File: config.mk
export PLATFORM = sky130hd
export DESIGN_NAME = time_of_day_counter_flat
export DESIGN_NICKNAME = d
export VERILOG_FILES = /design/src/rtl/tod_pkg.sv /design/src/rtl/time_of_day_counter_if.sv /design/src/rtl/sec_prescaler.sv /design/src/rtl/time_of_day_counter.sv /design/src/flat_wrapper.sv
export SDC_FILE = /design/constraint.sdc
export NUM_CORES = 1
export LEC_CHECK = 0
export CORE_MARGIN = 1
export CORE_UTILIZATION = 50
export CTS_BUF_LIST = sky130_fd_sc_hd__clkbuf_8
export CTS_CLUSTER_SIZE = 10
export DETAILED_ROUTE_END_ITERATION = 8
export PLACE_DENSITY = 0.9
export SYNTH_ARGS = -nofsm -noshare
export SYNTH_HDL_FRONTEND = slang
export SYNTH_SLANG_ARGS = --single-unit
File: constraint.sdc
create_clock -name clk -period 2 [get_ports clk]
set_input_delay 0.2 -clock clk [delete_from_list [all_inputs] [get_ports clk]]
set_output_delay 0.2 -clock clk [all_outputs]
set_load 0.1 [all_outputs]
File: src/rtl/tod_pkg.sv
// rtl/tod_pkg.sv - shared widths, field limits, time record and wrap helpers for the time-of-day counter
package tod_pkg;

    localparam int HOUR_W = 5;
    localparam int MIN_W  = 6;

    localparam logic [HOUR_W-1:0] HOUR_MAX = 5'd23;
    localparam logic [MIN_W-1:0]  MIN_MAX  = 6'd59;
    localparam logic [MIN_W-1:0]  SEC_MAX  = 6'd59;

    typedef struct packed {
        logic [HOUR_W-1:0] hour;
        logic [MIN_W-1:0]  min;
        logic [MIN_W-1:0]  sec;
    } tod_t;

    function automatic logic tod_legal(input tod_t t);
        return (t.hour <= HOUR_MAX) && (t.min <= MIN_MAX) && (t.sec <= SEC_MAX);
    endfunction

    // Hours ride through this too, zero-extended to the wider field.
    function automatic logic [MIN_W-1:0] inc_wrap(input logic [MIN_W-1:0] v,
                                                   input logic [MIN_W-1:0] max);
        return (v == max) ? '0 : v + MIN_W'(1);
    endfunction

endpackage

File: src/rtl/time_of_day_counter_if.sv
// rtl/time_of_day_counter_if.sv - control/status bundle of the time-of-day counter; alarm signals under TOD_ALARM_EN
interface time_of_day_counter_if;
    import tod_pkg::*;

    logic              run;
    logic              set_valid;
    logic [HOUR_W-1:0] set_hour;
    logic [MIN_W-1:0]  set_min;
    logic [MIN_W-1:0]  set_sec;
    logic              inc_min;
    logic              inc_hour;
    logic [HOUR_W-1:0] hour24;
    logic [MIN_W-1:0]  min;
    logic [MIN_W-1:0]  sec;
    logic              sec_tick;
    logic              day_wrap;
    logic              set_err;
`ifdef TOD_ALARM_EN
    logic              alarm_on;
    logic [HOUR_W-1:0] alarm_hour;
    logic [MIN_W-1:0]  alarm_min;
    logic              alarm;
`endif

    modport master (
        output run, set_valid, set_hour, set_min, set_sec, inc_min, inc_hour,
`ifdef TOD_ALARM_EN
        output alarm_on, alarm_hour, alarm_min,
        input  alarm,
`endif
        input  hour24, min, sec, sec_tick, day_wrap, set_err
    );

    modport slave (
        input  run, set_valid, set_hour, set_min, set_sec, inc_min, inc_hour,
`ifdef TOD_ALARM_EN
        input  alarm_on, alarm_hour, alarm_min,
        output alarm,
`endif
        output hour24, min, sec, sec_tick, day_wrap, set_err
    );

endinterface

File: src/rtl/sec_prescaler.sv
// rtl/sec_prescaler.sv - divides clk down to a one-per-second advance strobe
module sec_prescaler #(
    parameter int CLK_PER_SEC = 100_000_000
) (
    input  logic clk,
    input  logic rst,
    input  logic run,
    input  logic clear,
    output logic tick
);

    localparam int CNT_W = $clog2(CLK_PER_SEC);
    localparam logic [CNT_W-1:0] TERM = CNT_W'(CLK_PER_SEC - 1);

    logic [CNT_W-1:0] count;

    // Combinational: true in the cycle whose closing edge wraps the count.
    assign tick = run && (count == TERM);

    always_ff @(posedge clk) begin
        if (rst) begin
            count <= '0;
        end else if (clear) begin
            count <= '0;
        end else if (run) begin
            count <= (count == TERM) ? '0 : count + CNT_W'(1);
        end
    end

endmodule

File: src/rtl/time_of_day_counter.sv
// rtl/time_of_day_counter.sv - 24 h hh:mm:ss counter with load/adjust; TOD_ALARM_EN adds the hh:mm alarm
module time_of_day_counter
    import tod_pkg::*;
#(
    parameter int CLK_PER_SEC = 100_000_000
) (
    input  logic                  clk,
    input  logic                  rst,
    time_of_day_counter_if.slave  bus
);

    tod_t cur;
    tod_t nxt;
    tod_t set_val;
    logic set_ok;
    logic set_bad;
    logic tick;
    logic adv;
    logic sec_wrap;
    logic min_wrap;
    logic day_wrap_n;
    logic sec_tick_q;
    logic day_wrap_q;
    logic set_err_q;

    assign set_val = {bus.set_hour, bus.set_min, bus.set_sec};
    assign set_ok  = bus.set_valid && tod_legal(set_val);
    assign set_bad = bus.set_valid && !set_ok;

    sec_prescaler #(.CLK_PER_SEC(CLK_PER_SEC)) u_prescaler (
        .clk   (clk),
        .rst   (rst),
        .run   (bus.run),
        .clear (set_ok),
        .tick  (tick)
    );

    always_comb begin
        nxt        = cur;
        adv        = 1'b0;
        sec_wrap   = 1'b0;
        min_wrap   = 1'b0;
        day_wrap_n = 1'b0;
        if (set_ok) begin
            nxt = set_val;
        end else if (!bus.set_valid) begin
            adv      = tick;
            sec_wrap = tick && (cur.sec == SEC_MAX);
            if (tick) begin
                nxt.sec = inc_wrap(cur.sec, SEC_MAX);
            end
            // An adjusted field swallows any carry arriving from below.
            if (bus.inc_min || sec_wrap) begin
                nxt.min = inc_wrap(cur.min, MIN_MAX);
            end
            min_wrap = sec_wrap && !bus.inc_min && (cur.min == MIN_MAX);
            if (bus.inc_hour || min_wrap) begin
                nxt.hour = HOUR_W'(inc_wrap(MIN_W'(cur.hour), MIN_W'(HOUR_MAX)));
            end
            day_wrap_n = min_wrap && !bus.inc_hour && (cur.hour == HOUR_MAX);
        end
    end

    always_ff @(posedge clk) begin
        if (rst) begin
            cur        <= '0;
            sec_tick_q <= 1'b0;
            day_wrap_q <= 1'b0;
            set_err_q  <= 1'b0;
        end else begin
            cur        <= nxt;
            sec_tick_q <= adv;
            day_wrap_q <= day_wrap_n;
            set_err_q  <= set_bad;
        end
    end

    assign bus.hour24   = cur.hour;
    assign bus.min      = cur.min;
    assign bus.sec      = cur.sec;
    assign bus.sec_tick = sec_tick_q;
    assign bus.day_wrap = day_wrap_q;
    assign bus.set_err  = set_err_q;

`ifdef TOD_ALARM_EN
    logic alarm_n;
    logic alarm_q;

    // Only a clock-driven advance may fire; manual adjustments landing on the match stay silent.
    assign alarm_n = adv && !bus.inc_min && !bus.inc_hour && bus.alarm_on &&
                     (nxt.hour == bus.alarm_hour) && (nxt.min == bus.alarm_min) &&
                     (nxt.sec == '0);

    always_ff @(posedge clk) begin
        if (rst) begin
            alarm_q <= 1'b0;
        end else begin
            alarm_q <= alarm_n;
        end
    end

    assign bus.alarm = alarm_q;
`endif

endmodule

File: src/flat_wrapper.sv
// flat-port wrapper written by rule: the top's interface ports become plain ports
module time_of_day_counter_flat import tod_pkg::*;
#(
    parameter int CLK_PER_SEC = 100_000_000
)
  (clk, rst, bus_run, bus_set_valid, bus_set_hour, bus_set_min, bus_set_sec, bus_inc_min, bus_inc_hour, bus_hour24, bus_min, bus_sec, bus_sec_tick, bus_day_wrap, bus_set_err);
  time_of_day_counter_if bus_i ();
  input  logic clk;
  input  logic rst;
  input wire logic [$bits(bus_i.run)-1:0] bus_run;
  input wire logic [$bits(bus_i.set_valid)-1:0] bus_set_valid;
  input wire logic [$bits(bus_i.set_hour)-1:0] bus_set_hour;
  input wire logic [$bits(bus_i.set_min)-1:0] bus_set_min;
  input wire logic [$bits(bus_i.set_sec)-1:0] bus_set_sec;
  input wire logic [$bits(bus_i.inc_min)-1:0] bus_inc_min;
  input wire logic [$bits(bus_i.inc_hour)-1:0] bus_inc_hour;
  output wire logic [$bits(bus_i.hour24)-1:0] bus_hour24;
  output wire logic [$bits(bus_i.min)-1:0] bus_min;
  output wire logic [$bits(bus_i.sec)-1:0] bus_sec;
  output wire logic [$bits(bus_i.sec_tick)-1:0] bus_sec_tick;
  output wire logic [$bits(bus_i.day_wrap)-1:0] bus_day_wrap;
  output wire logic [$bits(bus_i.set_err)-1:0] bus_set_err;
  assign bus_i.run = bus_run;
  assign bus_i.set_valid = bus_set_valid;
  assign bus_i.set_hour = bus_set_hour;
  assign bus_i.set_min = bus_set_min;
  assign bus_i.set_sec = bus_set_sec;
  assign bus_i.inc_min = bus_inc_min;
  assign bus_i.inc_hour = bus_inc_hour;
  assign bus_hour24 = bus_i.hour24;
  assign bus_min = bus_i.min;
  assign bus_sec = bus_i.sec;
  assign bus_sec_tick = bus_i.sec_tick;
  assign bus_day_wrap = bus_i.day_wrap;
  assign bus_set_err = bus_i.set_err;
  time_of_day_counter #(.CLK_PER_SEC(CLK_PER_SEC)) u_core (.clk(clk), .rst(rst), .bus(bus_i));
endmodule
## Word-level counts from Yosys, hierarchy flattened

Index checks and enable logic that the tools add are counted.

| operators by class | value |
|---|---|
| add/subtract/negate cells | 4 |
| $lt $le $gt $ge | 3 |
| equal/unequal tests | 5 |
| mux-type cells | 9 |
| reductions and logical operators | 23 |

Operator list:

| cell | count |
|---|---|
| two-way mux 17 bit | 2 |
| adder 27 x 1 -> 27 bit (second input constant) | 1 |
| == test 27 bit (second input constant) | 1 |
| two-way mux 27 bit | 1 |
| two-way mux 6 bit | 4 |
| adder 6 x 1 -> 6 bit (second input constant) | 2 |
| == test 6 bit (second input constant) | 2 |
| <= comparator 6 bit (second input constant) | 2 |
| logical AND 1 bit | 10 |
| two-way mux 5 bit | 2 |
| AND reduction 2 bit | 3 |
| nonzero test 2 bit | 3 |
| adder 5 x 1 -> 5 bit (second input constant) | 1 |
| == test 5 bit (second input constant) | 1 |
| <= comparator 5 bit (second input constant) | 1 |
| logical NOT 1 bit | 3 |
| OR reduction 3 bit | 1 |
| logical OR 1 bit | 2 |
| != test 2 x 1 -> 1 bit (second input constant) | 1 |
| OR reduction 2 bit | 1 |

| storage, ports and cells | value |
|---|---|
| bits in registers | 47 |
| input port bits | 23 |
| output and inout port bits | 20 |
| word-level logic and storage cells | 51 |

## Longest topological paths before layout

| depth | value |
|---|---|
| depth in word-level cells | 9 |
| gate-level depth with buffers | 8 |
| mapped depth without buffers | 6 |

## Modules after synthesis

Synthesis repeated with hierarchy kept, for this count alone.

| unflattened totals | value |
|---|---|
| cells, all modules | 299 |
| area, all modules | 2503.7 um2 |

By module, submodules not included:

| module | instances | cells each | area each (um2) | seq. area each (um2) |
|---|---|---|---|---|
| sec_prescaler | 1 | 156 | 1347.5 | 540.5 |
| time_of_day_counter | 1 | 143 | 1156.1 | 400.4 |

## Worst setup path after synthesis

Ideal clock, no wire load.

| timing path | value |
|---|---|
| path kind | register -> register |
| from | reg u_core.cur, in the netlist u_core.bus.sec[0] |
| to | reg u_core.cur, in the netlist u_core.bus.hour24[1] |
| data arrival time | 2392 ps |
| slack | -513 ps |
| cell stages (with the launch flop) | 7 |
| cells stage by stage | dfxtp_1 ha_1 nand3_1 nor4_1 a41o_1 o21ai_2 mux2_2 |

| on the way | value |
|---|---|
| longest elaborated chain between the ends | 7 |

Ends and longest elaborated chain:

| what | RTL line | RTL |
|---|---|---|
| start: declaration | time_of_day_counter.sv:12 | `tod_t cur;` |
| start signal: assignment | time_of_day_counter.sv:71 | `cur <= nxt;` |
| == test 6 bit | time_of_day_counter.sv:48 | `sec_wrap = tick && (cur.sec == SEC_MAX);` |
| logical AND 1 bit | time_of_day_counter.sv:48 |  |
| logical AND 1 bit (2 in series) | time_of_day_counter.sv:56 | `min_wrap = sec_wrap && !bus.inc_min && (cur.min == MIN_MAX);` |
| logical OR 1 bit | time_of_day_counter.sv:57 | `if (bus.inc_hour \|\| min_wrap) begin` |
| nonzero test 2 bit (no line) | -- |  |
| AND reduction 2 bit (no line) | -- |  |

Every way passes these cells.
A chain may end at the register's enable or synchronous reset.

## Final worst setup path

| timing path | value |
|---|---|
| from | reg u_core.cur, in the netlist u_core.bus.min[0] |
| to | reg u_core.cur, in the netlist u_core.bus.hour24[3] |

| on the way | value |
|---|---|
| longest elaborated chain between the ends | 5 |

Ends and longest elaborated chain:

| what | RTL line |
|---|---|
| == test 6 bit | time_of_day_counter.sv:56 |
| logical AND 1 bit | time_of_day_counter.sv:56 |
| logical OR 1 bit | time_of_day_counter.sv:57 |
| nonzero test 2 bit (no line) | -- |
| AND reduction 2 bit (no line) | -- |

Every way passes these cells.

==> reports/metrics.yaml <==
cts:
  postCtsSetupBuffers: 0
  cts_tree: "done"
  clock_latency_ns: 0.31
  cts_num_sinks: 47
  root_buffer: "clkbuf_8"
  clk_pin_slew_ns: 0.09
  htree_levels: 2
  numCtsBuffers: 5
  clockBufferDepth: 2
sta:
  fin_crit_ns: 1.90
  max_freq_mhz: 526
  rsz0062_at_grt: "yes"
  maxSlewHeadroom: 0.707
  final.setup.tns_ns: 0
  slew_viol_final: 0
  finalSetupViolCount: 0
  holdWs_ns: 0.471
  hold_viol_final: 0
  finalCritPeriodShare: 0.951
  fin_skew_ns: 0.00350
  tightest_slew_ns: 0.438
logic_synthesis:
  synth.net_count: 337
  yosys_warnings: 0
  synthCells: 310
  ys_ff_latch: 47
  ys_seq_area_frac: 0.366
  ys.flop_type: "dfxtp_1"
  synthDistinctLibCells: 55
  async_flop_share: 0
  synth_area_sq_um: 2570
  avgSynthCellArea_sq_um: 8.29
  synth_edf_count: 0
cells_and_area:
  antenna-diode-count: 0
  seqCellArea_sq_um: 968
  nets: 390
  fillCellCount: 385
  syn_to_final_growth_pct: 27.2
  multi_input_area_sq_um: 1530
  design_area_sq_um: 3270
  drive_gt1_frac: 0.220
  layout.cells.non_filler: 431
pwr:
  cellPowerDensity_nw_per_um2: 698
  ir_drop_uv: 449
  leakage_nw: 1.20
  total_power_mw: 2.28
drt:
  drt_iter0_markers: 159
  avgViaCountPerCell: 5.84
  post_drt_wl_per_cell_um: 14.8
  dr_total_vias: 2517
  dr.pass1.iters: 5
  route.detailed.drc: 0
  ant_nets: 0
  drt-total-wl_um: 6400
die:
  die_y_um: 73.7
  start_util: 0.530
  coreArea_sq_um: 4850
  rows: 25
  die_w_um: 73.7
  die_area_sq_um: 5430
  io_pins: 43
critical_path:
  crit_required_ns: 2.20
  r2r_setup_slack_ns: 0.1
  reg2reg_depth: 7
  worstReg2RegStart: "u_core.bus.min[0]"
  cp_data_arrival_time_ns: 2.10
  slowest_stage: "dfxtp_4"
  cp_num_cells: 7
  setup.worst_path.start: "u_core.bus.min[0]"
  crit_buf_inv: 1
  cpLargestDelayFamily: "simple AND/OR/NAND/NOR gates"
  path_cells: "ha_1 -> nand4_1 -> nor4_1 -> a41o_1 -> o21ai_2 -> buf_4 -> mux2i_1"
  slowest_delay_ns: 0.38
  crit_path_end_kind: "register"
  worstPathMaxFanout: 6
  worstSetupPathType: "register to register"
  endpoint: "u_core.bus.hour24[3]"
  worst_setup_path_start_kind: "register"
  reg2reg_to: "u_core.bus.hour24[3]"
run:
  maxCapViolations: 0
worst_hold_path:
  hp-class: "input port to register"
  min_path_cells: 3
grt:
  grt_overflow_total: 0
  grt_start_max_net_pins: 27
  track_usage: 0.256
  grt_pass1_vias: 2368
  grt_pass1_wl_um: 10600
  antenna_found_initial: 0
place:
  port_buffers: 42
  post-dp-hpwl_um: 4680
  gp_congestion: 0.855
  dp.cells: 423
  placed_area_sq_um: 3140
outcome:
  outcome: "finished, final reports clean"
worst min-delay path by stage:
stage,from,to,slack (ns)
2_1_floorplan,bus_run,u_core.u_prescaler.count[0],0.35
3_3_place_gp,u_core.bus.hour24[0],u_core.bus.hour24[0],0.47
3_5_place_dp,u_core.bus.hour24[0],u_core.bus.hour24[0],0.50
4_1_cts,bus_set_min[1],u_core.bus.min[1],0.47
5_1_grt,bus_set_min[1],u_core.bus.min[1],0.48
6_report,bus_set_min[1],u_core.bus.min[1],0.47
per-stage QoR:
stage / setup WS, ns / utilization
final: 0.0975 / 0.674
after global routing: -0.00287 / 0.674
after CTS: 0.0656 / 0.671
after detailed placement: -0.0725 / 0.647
after global placement: 0.0104 / 0.647
after floorplan: 0.0265 / -
state kept, by name (all words and copies together) (netlist names):
register                  flops
u_core.u_prescaler.count     27
u_core.bus.min                6
u_core.bus.sec                6
u_core.bus.hour24             5
u_core.bus.day_wrap           1
u_core.bus.sec_tick           1
u_core.bus.set_err            1
layout by cell type, fill, tap and decap left out, types with 2 or more instances in the layout:
cell type / instances
nor3_1: 14
o211ai_1: 3
inv_1: 9
dfxtp_4: 4
nor2_1: 43
a311oi_1: 3
clkdlybuf4s50_1: 22
nor4_1: 3
a21oi_1: 7
and3_1: 5
xor2_1: 5
a211oi_1: 4
o21ai_0: 9
nor2b_1: 3
and2_1: 5
dfxtp_2: 10
mux2i_1: 5
nand4_2: 2
or3_1: 5
nand2b_1: 3
nand4_1: 7
xnor2_1: 25
a31oi_1: 5
clkbuf_8: 6
dfxtp_1: 33
and4_1: 7
nand2_1: 30
buf_4: 39
nand3_1: 13
ha_1: 3
routing by layer:
| metal | vias up | part of all wire | GRT usage |
|---|---|---|---|
| met3 | 13 | 0.065 | 0.0686 |
| met1 | 1198 | 0.44 | 0.327 |
| met5 | - | 0 | 0 |
| met2 | 99 | 0.48 | 0.406 |
| li1 | 1207 | - | - |
| met4 | 0 | 0.017 | 0.105 |
Yosys cell counts, drive strengths merged (2+ instances only):
cell type / n / area share
and3: 5 / 0.012
mux2i: 5 / 0.019
ha: 4 / 0.019
a21oi: 7 / 0.014
and2: 5 / 0.012
or3: 5 / 0.012
nand2b: 3 / 0.0073
nor4: 5 / 0.015
nor2: 43 / 0.063
inv: 10 / 0.015
and4: 8 / 0.028
and4bb: 2 / 0.011
clkbuf: 9 / 0.013
a311oi: 3 / 0.010
o211ai: 3 / 0.0088
xnor2: 25 / 0.085
nand2: 30 / 0.044
xor2: 5 / 0.017
nor3: 14 / 0.027
nor4b: 2 / 0.0092
nand3: 15 / 0.034
dfxtp: 47 / 0.37
nor2b: 3 / 0.0073
a211oi: 4 / 0.012
a31oi: 5 / 0.012
nand4: 9 / 0.027
o21ai: 10 / 0.021
buf: 7 / 0.020
cells by family after synthesis:
| group | synth area share |
|---|---|
| flops | 0.366 |
| mux | 0.0238 |
| buf+inv | 0.0482 |
| xor+xnor | 0.102 |
| fa+ha+maj | 0.0195 |
| simple gates | 0.324 |
| compound gates | 0.117 |
where the power goes:
part	internal (mW)	leakage (nW)	total (mW)	switching (mW)
sequential	0.972	0.388	1.02	0.0465
clock	0.405	0.0612	0.742	0.337
combinational	0.169	0.749	0.521	0.352
total	1.55	1.20	2.28	0.735
worst reg2reg max path, cell delays in order (launching register included):
cell and delay [ns]:
dfxtp_4 0.38, ha_1 0.21, nand4_1 0.19, nor4_1 0.31, a41o_1 0.32, o21ai_2 0.10
buf_4 0.17, mux2i_1 0.12
what timing repair did:
action | 4_1_cts | 5_1_grt
gates resized for setup | 0 | 3
hold buffers | 0 | 0
setup endpoints to repair | 0 | 11
cell type report:
class | instances | area share
Clock inverter | 2 | 0.0107
Multi-Input combinational cell | 237 | 0.468
Timing Repair Buffer | 62 | 0.163
Tap cell | 67 | 0.0256
Inverter | 10 | 0.0115
Clock buffer | 6 | 0.0253
Sequential cell | 47 | 0.296
Power figures use the tool's default switching activity.
